$ cat config.mk
export PLATFORM = sky130hd
export DESIGN_NAME = matmul_seq_ctrl
export DESIGN_NICKNAME = d
export VERILOG_FILES = /design/src/rtl/matmul_seq_ctrl.sv
export SDC_FILE = /design/constraint.sdc
export NUM_CORES = 1
export LEC_CHECK = 0
export CAP_MARGIN = 10
export CORE_MARGIN = 2
export CORE_UTILIZATION = 32
export CTS_CLUSTER_DIAMETER = 50
export CTS_CLUSTER_SIZE = 24
export DETAILED_ROUTE_END_ITERATION = 10
export DONT_BUFFER_PORTS = 1
export GPL_TIMING_DRIVEN = 1
export PLACE_DENSITY = 0.53
export SLEW_MARGIN = 5
export SYNTH_ARGS = -nofsm -noshare
export SYNTH_HDL_FRONTEND = slang
export SYNTH_SLANG_ARGS = --single-unit
export TNS_END_PERCENT = 30
$ cat constraint.sdc
create_clock -name i_clk -period 3.5 [get_ports i_clk]
set_clock_uncertainty 0.1 [all_clocks]
set_input_delay 0.35 -clock i_clk [delete_from_list [all_inputs] [get_ports i_clk]]
set_output_delay 0.35 -clock i_clk [all_outputs]
set_load 0.005 [all_outputs]
$ cat src/rtl/matmul_seq_ctrl.sv
// Sequencer for the ROWS x COLS matrix-vector engine: memory fetch, FIFO unpack, systolic MAC drain.
// Optional busy-cycle counter output enabled by defining MATMUL_SEQ_CTRL_PERF_EN.
module matmul_seq_ctrl #(
    parameter int ROWS   = 8,
    parameter int COLS   = 8,
    parameter int DATA_W = 8,
    parameter int ADDR_W = 32
) (
    input  logic                   i_clk,
    input  logic                   i_rst_n,
    input  logic                   i_start,
    input  logic [ADDR_W-1:0]      i_base_addr,
    output logic                   o_busy,
    output logic                   o_done,
    output logic                   o_err,
    output logic [ADDR_W-1:0]      o_mem_addr,
    output logic                   o_mem_read,
    input  logic                   i_mem_waitrequest,
    input  logic                   i_mem_readdatavalid,
    input  logic [COLS*DATA_W-1:0] i_mem_readdata,
    output logic [ROWS:0]          o_fifo_wrreq,
    output logic [DATA_W-1:0]      o_fifo_wdata,
    input  logic [ROWS:0]          i_fifo_wrfull,
    output logic [ROWS:0]          o_fifo_rdreq,
    input  logic [ROWS:0]          i_fifo_rdempty,
    output logic                   o_mac_clr,
    output logic [ROWS-1:0]        o_mac_en
`ifdef MATMUL_SEQ_CTRL_PERF_EN
    ,
    output logic [31:0]            o_perf_cycles
`endif
);

    localparam int K_W = $clog2(ROWS + 1);
    localparam int B_W = $clog2(COLS);
    localparam int T_W = $clog2(ROWS + COLS);

    localparam logic [K_W-1:0] K_LAST = K_W'(ROWS);
    localparam logic [B_W-1:0] B_LAST = B_W'(COLS - 1);
    localparam logic [T_W-1:0] T_LAST = T_W'(ROWS + COLS - 2);
    localparam logic [ROWS:0]  ONE    = {{ROWS{1'b0}}, 1'b1};

    localparam logic [2:0] S_IDLE   = 3'd0;
    localparam logic [2:0] S_REQ    = 3'd1;
    localparam logic [2:0] S_WAIT   = 3'd2;
    localparam logic [2:0] S_UNPACK = 3'd3;
    localparam logic [2:0] S_CLR    = 3'd4;
    localparam logic [2:0] S_EXEC   = 3'd5;
    localparam logic [2:0] S_FLUSH  = 3'd6;
    localparam logic [2:0] S_DONE   = 3'd7;

    logic [2:0]             r_state;
    logic [K_W-1:0]         r_k;
    logic [B_W-1:0]         r_byte;
    logic [T_W-1:0]         r_t;
    logic [COLS*DATA_W-1:0] r_word;
    logic                   r_busy;
    logic                   r_done;
    logic                   r_err;
    logic [ADDR_W-1:0]      r_mem_addr;
    logic                   r_mem_read;
    logic [ROWS:0]          r_fifo_wrreq;
    logic [DATA_W-1:0]      r_fifo_wdata;
    logic [ROWS:0]          r_fifo_rdreq;
    logic                   r_mac_clr;
    logic [ROWS-1:0]        r_mac_en;
    logic                   w_underrun;

    // Read strobes for stagger step t: B for the first COLS steps, row i delayed by i steps.
    function automatic logic [ROWS:0] f_rd_pat(input logic [T_W-1:0] t);
        logic [ROWS:0] p;
        int            tv;
        tv      = int'(t);
        p       = '0;
        p[ROWS] = (tv < COLS);
        for (int i = 0; i < ROWS; i++) p[i] = (tv >= i) && (tv < i + COLS);
        return p;
    endfunction

    assign w_underrun = |(r_fifo_rdreq & i_fifo_rdempty);

    always_ff @(posedge i_clk) begin
        if (i_rst_n) begin
            r_state      <= S_IDLE;
            r_k          <= '0;
            r_byte       <= '0;
            r_t          <= '0;
            r_word       <= '0;
            r_busy       <= 1'b0;
            r_done       <= 1'b0;
            r_err        <= 1'b0;
            r_mem_addr   <= '0;
            r_mem_read   <= 1'b0;
            r_fifo_wrreq <= '0;
            r_fifo_wdata <= '0;
            r_fifo_rdreq <= '0;
            r_mac_clr    <= 1'b0;
            r_mac_en     <= '0;
        end else begin
            r_done       <= 1'b0;
            r_mac_clr    <= 1'b0;
            r_fifo_wrreq <= '0;
            // FIFO data appears one cycle after the strobe, so the MAC enable trails it.
            r_mac_en     <= r_fifo_rdreq[ROWS-1:0];
            case (r_state)
                S_IDLE: begin
                    if (i_start) begin
                        r_state    <= S_REQ;
                        r_busy     <= 1'b1;
                        r_err      <= 1'b0;
                        r_k        <= '0;
                        r_mem_addr <= i_base_addr;
                        r_mem_read <= 1'b1;
                    end
                end
                S_REQ: begin
                    if (!i_mem_waitrequest) begin
                        r_mem_read <= 1'b0;
                        r_state    <= S_WAIT;
                    end
                end
                S_WAIT: begin
                    if (i_mem_readdatavalid) begin
                        r_word  <= i_mem_readdata;
                        r_byte  <= '0;
                        r_state <= S_UNPACK;
                    end
                end
                S_UNPACK: begin
                    if (!i_fifo_wrfull[r_k]) begin
                        r_fifo_wrreq <= ONE << r_k;
                        r_fifo_wdata <= r_word[DATA_W-1:0];
                        r_word       <= r_word >> DATA_W;
                        r_byte       <= r_byte + 1'b1;
                        if (r_byte == B_LAST) begin
                            if (r_k == K_LAST) begin
                                r_state   <= S_CLR;
                                r_mac_clr <= 1'b1;
                            end else begin
                                r_k        <= r_k + 1'b1;
                                r_mem_addr <= r_mem_addr + 1'b1;
                                r_mem_read <= 1'b1;
                                r_state    <= S_REQ;
                            end
                        end
                    end
                end
                S_CLR: begin
                    r_state      <= S_EXEC;
                    r_t          <= '0;
                    r_fifo_rdreq <= f_rd_pat('0);
                end
                S_EXEC: begin
                    if (w_underrun) begin
                        r_err        <= 1'b1;
                        r_fifo_rdreq <= '0;
                        r_mac_en     <= '0;
                        r_busy       <= 1'b0;
                        r_state      <= S_IDLE;
                    end else if (r_t == T_LAST) begin
                        r_fifo_rdreq <= '0;
                        r_state      <= S_FLUSH;
                    end else begin
                        r_t          <= r_t + 1'b1;
                        r_fifo_rdreq <= f_rd_pat(r_t + 1'b1);
                    end
                end
                S_FLUSH: begin
                    r_state <= S_DONE;
                    r_done  <= 1'b1;
                end
                S_DONE: begin
                    r_state <= S_IDLE;
                    r_busy  <= 1'b0;
                end
                default: r_state <= S_IDLE;
            endcase
        end
    end

    assign o_busy       = r_busy;
    assign o_done       = r_done;
    assign o_err        = r_err;
    assign o_mem_addr   = r_mem_addr;
    assign o_mem_read   = r_mem_read;
    assign o_fifo_wrreq = r_fifo_wrreq;
    assign o_fifo_wdata = r_fifo_wdata;
    assign o_fifo_rdreq = r_fifo_rdreq;
    assign o_mac_clr    = r_mac_clr;
    assign o_mac_en     = r_mac_en;

`ifdef MATMUL_SEQ_CTRL_PERF_EN
    logic [31:0] r_perf;

    // Counts every active cycle up to the one that raises done; the DONE cycle itself is excluded.
    always_ff @(posedge i_clk) begin
        if (i_rst_n) begin
            r_perf <= '0;
        end else if (r_state == S_IDLE) begin
            if (i_start) r_perf <= '0;
        end else if (r_state != S_DONE && r_perf != 32'hFFFF_FFFF) begin
            r_perf <= r_perf + 1'b1;
        end
    end

    assign o_perf_cycles = r_perf;
`endif

endmodule

-- After elaboration in Yosys (flattened, before gate mapping)
Index checks and enable logic that the tools add are counted.
- $lt $le $gt $ge: 16
- add/sub/neg operators: 4
- shifts and indexed selects: 1
- equality and inequality tests: 20
- reduce and logical (&&, ||, !) cells: 25
- multiplexer cells: 48
- bitwise logic cells: 4
- operators with widths (kind ; count):
    2-to-1 mux 32 bit ; 4
    2-to-1 mux 64 bit ; 2
    case mux 64 bit (2 select lines) ; 1
    case mux 32 bit (2 select lines) ; 1
    adder 32 x 1 -> 32 bit (second input constant) ; 1
    < comparator 4 bit (second input constant) ; 8
    2-to-1 mux 3 bit ; 10
    2-to-1 mux 4 bit ; 6
    case mux 3 bit (8 select lines) ; 1
    2-to-1 mux 9 bit ; 2
    != test 2 bit (second input constant) ; 9
    case mux 9 bit (2 select lines) ; 1
    >= comparator 4 x 3 -> 1 bit (second input constant) ; 4
    2-to-1 mux 8 bit ; 2
    case mux 4 bit (2 select lines) ; 2
    == test 3 bit (second input constant) ; 5
    AND reduction 3 bit ; 4
    AND reduction 6 bit ; 2
    2-to-1 mux 1 bit ; 11
    AND 9 bit ; 1
    OR reduction 9 bit ; 1
    left shift 1 x 4 -> 9 bit (first input constant) ; 1
    adder 4 x 1 -> 4 bit (second input constant) ; 2
    == test 4 bit (second input constant) ; 2
    other kinds (20) ; 35
- output and inout bits: 71
- input bits: 119
- register bits: 149
- logic and storage cells: 133

-- Logic depth before layout (Yosys ltp)
- depth after elaboration: 6
- mapped depth: 9
- mapped depth without buffers: 8

-- Least setup slack after synthesis
No wires, ideal clock.
- kind: register -> register
- start point: register r_k[0]
- end point: register r_mem_addr[28] (netlist: o_mem_addr[28])
- setup time: 0.117 ns
- clock period less this slack: 2.335 ns
- cell stages (with the launch flop): 9
- slack: 1.165 ns
- data required time: 3.283 ns
- buffers on the path: 1
- arrival time: 2.117 ns
- cells stage by stage: dfxtp_1 -> buf_2 -> inv_1 -> ha_1 -> and3b_1 -> o21ai_4 -> o211ai_4 -> or4_1 -> a32o_1
- longest elaborated chain between the ends: 4
- elaborated cells on any way between the ends: 6
- classes of those cells: eq/ne (3); mux (2); reduce/logical (1)
- ends and longest elaborated chain (item ; RTL line ; source):
    start: declaration ; 53 ; logic [K_W-1:0] r_k;
    start signal: assignment ; 140 ; r_k <= r_k + 1'b1;
    binary-select mux 1 bit (select 4 bit) ; 130 ; if (!i_fifo_wrfull[r_k]) begin
    2-to-1 mux 1 bit (not written as such) ; 130 ;
    != test 2 bit (no line) ; n/a ;
    AND reduction 5 bit (no line) * ; n/a ;
    end signal: assignment ; 112 ; r_mem_addr <= i_base_addr;
    end signal: assignment ; 141 ; r_mem_addr <= r_mem_addr + 1'b1;
    end: declaration ; 60 ; logic [ADDR_W-1:0] r_mem_addr;
Every way passes the cells marked *; elsewhere a longest branch is shown, timed or not. The select of a mux whose other input is x is not followed.
A chain may end at the register's enable or synchronous reset.

-- Worst setup path in the final report
- start point: register r_k[0]
- end point: register r_word[15]
- longest elaborated chain between the ends: 4
- ends and longest elaborated chain (item ; RTL line ; source):
    binary-select mux 1 bit (select 4 bit) ; 130 ;
    2-to-1 mux 1 bit (not written as such) ; 130 ;
    != test 2 bit (no line) ; n/a ;
    AND reduction 3 bit (no line) ; n/a ;
    end signal: assignment ; 124 ; r_word <= i_mem_readdata;
    end signal: assignment ; 133 ; r_word <= r_word >> DATA_W;
    end: declaration ; 56 ; logic [COLS*DATA_W-1:0] r_word;
Every way passes these cells. The select of a mux whose other input is x is not followed.

==> flow_metrics.py <==
metrics = {
    "floorplan": {
        "rows": 55,
        "core_sq_mm": 0.0228,
        "chipHeight_um": 157,
        "dieArea_sq_mm": 0.0246,
        "ios": 190,
        "start_util_pct": 32.8,
        "die_width_um": 157,
    },
    "final_layout": {
        "multi_input_area_sq_mm": 0.00415,
        "fin_nets": 986,
        "num-fill-cells": 2369,
        "diodes": 0,
        "drive_gt1_share_pct": 8.22,
        "seq_area_sq_mm": 0.00297,
        "area_growth_pct": 12.7,
    },
    "critical_path": {
        "cp-start-kind": "register",
        "crit_path_end_kind": "register",
        "rr_worst_depth": 6,
        "arrival_ns": 2.90,
        "critical_path.startpoint": "r_k[0]",
        "crit_path_max_fanout": 56,
        "ff2ff_setup_slack_ns": 0.77,
        "path_cells": "mux2_2, o22ai_2, o21ai_2, nand2_2, buf_4, a211oi_1",
        "worst_ep_required_time_ns": 3.67,
        "critPathSlowestCell": "dfxtp_1",
        "reg2reg_from": "r_k[0]",
        "path_class": "reg2reg",
        "crit_path_max_incr_delay_ns": 0.58,
        "reg2reg_to": "r_word[15]",
    },
    "drt": {
        "wl_mm": 22.6,
        "dr_total_vias": 6523,
        "viasPerCell": 5.54,
        "post_drt_wl_per_cell_um": 19.2,
        "drtAntennaViolNets": 0,
        "drc": 0,
        "drt_first_pass_iters": 5,
        "first_iter_violations": 441,
    },
    "synth": {
        "synth_warnings": 0,
        "synth_nets": 1011,
        "synthesis.area_sq_mm": 0.00748,
        "syn_avg_cell_area_sq_um": 8.54,
        "syn-instance-count": 876,
        "synth-edff-count": 0,
        "ys_seq_area_share_pct": 39.6,
        "synth_seq_cells": 148,
        "synthFlopType": "dfxtp_1",
        "synth.distinct_cells": 68,
        "synthArstFlopShare_pct": 0,
    },
    "hold_path": {
        "hold_end": "o_mem_addr[12]",
        "hp-start": "i_rst_n",
        "min_path_cells": 3,
        "hold_path_class": "in2reg",
    },
    "timing": {
        "hold_viol_final": 0,
        "post-route-period-util_pct": 77.9,
        "tns_ns": 0,
        "maxSlewViolCount": 0,
        "clock.fmax_mhz": 367,
        "tightest_slew_ns": 1.00,
        "rsz0062_at_grt": "false",
        "relSlewSlack_pct": 33.0,
        "setup_viol": 0,
        "fin_crit_ns": 2.73,
    },
    "placed_design": {
        "dp_hpwl_mm": 15.0,
        "globalplace.congestion": 0.819,
        "portBuffers": 0,
    },
    "power": {
        "leakage_nw": 2.85,
        "total_power_mw": 4.17,
        "p_per_area_mw_per_mm2": 494,
        "peakVddDrop_mv": 0.193,
    },
    "grt": {
        "grt_pass1_wl_mm": 34.8,
        "overflow": 0,
        "antenna_found_initial": 0,
        "grt_start_max_net_pins": 115,
        "grt_usage_pct": 18.2,
        "grt_pass1_vias": 6044,
    },
    "clocking": {
        "clock_path_buffers": 2,
        "cts_setup_buffers": 0,
        "numCtsBuffers": 17,
        "ctsResizeCount": 0,
        "cts_root_buffer": "clkbuf_16",
        "ctsHtreeMaxLevel": 4,
        "cts_tree": "yes",
        "clk-insertion-delay-late_ns": 0.42,
        "clkSinkCount": 148,
        "clkTransAtPathRegs_ns": 0.07,
        "postCtsHoldBufs": 11,
    },
    "run": {
        "drv_cap": 0,
    },
    "status": {
        "status": "finished clean",
    },
}
logic make-up after synthesis:
kind of cell             synth area share (%)
XOR/XNOR                                0.234
buffers and inverters                    4.95
flip-flops                               39.6
AO/OA/AOI/OAI                            22.6
AND/OR/NAND/NOR                          21.6
multiplexers                             8.33
adder cells (fa/ha/maj)                  2.68
where the power goes:
group | total, mW | internal, mW | leakage (nW) | switching [mW]
Sequential | 1.87 | 1.77 | 1.20 | 0.102
Combinational | 0.439 | 0.190 | 1.36 | 0.249
Clock | 1.86 | 1.07 | 0.285 | 0.788
how the worst max path moves through the flow:
stage	end	depth (start not counted)
after detailed placement	o_mem_addr[23]	7
after CTS	o_mem_addr[28]	7
final	r_word[15]	6
after global routing	r_word[46]	6
after global placement	o_mem_addr[28]	7
after floorplan	o_mem_addr[28]	8
per-layer routing:
| metal | vias to the layer above | part of all wire, % | global-route usage [%] | routed length [um] |
|---|---|---|---|---|
| li1 | 3241 | - | - | - |
| met1 | 3046 | 47 | 25.2 | 10600 |
| met2 | 211 | 45 | 27.0 | 10100 |
| met3 | 25 | 6.3 | 5.10 | 1420 |
| met4 | 0 | 1.8 | 6.38 | 406 |
| met5 | - | 0 | 0 | 0 |
sequential cells by signal, indices dropped and copies added (netlist names), 4 cells and up:
register / count
r_word: 64
o_mem_addr: 32
o_fifo_wrreq: 9
o_fifo_rdreq: 8
o_fifo_wdata: 8
o_mac_en: 8
r_k: 4
r_t: 4
synth_stat cells, types with 6 or more instances:
master      n  share of area [%]
ha_1       16                2.7
and2_1     18                1.5
o31ai_1     6               0.60
nor4_1     10               0.84
a31oi_1     9               0.75
a211oi_1   64                6.4
inv_1      15               0.75
buf_2      17                1.1
o32ai_1    11                1.3
nor3_1     70                4.7
nand2_1    79                4.0
and3_1     10               0.84
nand3_1    33                2.2
nand2b_1    7               0.59
buf_1       8               0.40
clkbuf_1   43                2.2
nand4_1    10               0.84
or3_1       6               0.50
o31a_1      6               0.70
a22oi_1    12                1.2
dfxtp_1   148                 40
a21oi_1    57                3.8
mux2i_1    60                8.0
nor2b_1     6               0.50
nor2_1     50                2.5
o21ai_0    25                1.7
area by class of cell:
class | count | area share [%]
multi-input combinational | 641 | 49.3
sequential | 148 | 35.2
clock buffer | 17 | 5.05
tap | 313 | 4.65
timing repair buffer | 28 | 3.18
clock inverter | 15 | 1.99
inverter | 15 | 0.668
critical path, delay by kind of cell, from the launching register on:
kind / cells / cell delay (ns)
compound gates: 3 / 0.82
buf+inv: 1 / 0.53
flops: 1 / 0.58
mux: 1 / 0.41
simple gates: 1 / 0.13
cell usage in the layout (no fill, tap or decap), types with 11 or more instances in the layout:
cell type and instances:
dfxtp_1 147, nand2_1 78, nor3_1 70, a211oi_1 64, mux2i_1 60, a21oi_1 57
nor2_1 50, nand3_1 33, o21ai_0 25, and2_1 18, clkbuf_16 17, ha_1 16
buf_4 16, inv_1 15, a22oi_1 12, o32ai_1 11
per-stage QoR:
step	hold slack, ns	utilization [%]	worst slack (ns)	area [sq um]	instances
6_report	0.0436	37.0	0.775	8430	1177
5_1_grt	0.0334	37.0	0.572	8430	1177
4_1_cts	0.0208	37.0	0.775	8430	1177
3_5_place_dp	0.344	33.8	0.788	7700	1134
3_3_place_gp	0.340	33.8	0.844	7700	1134
2_1_floorplan	0.333	-	1.17	7480	876
Note: power is estimated with default switching activity, not from simulation.
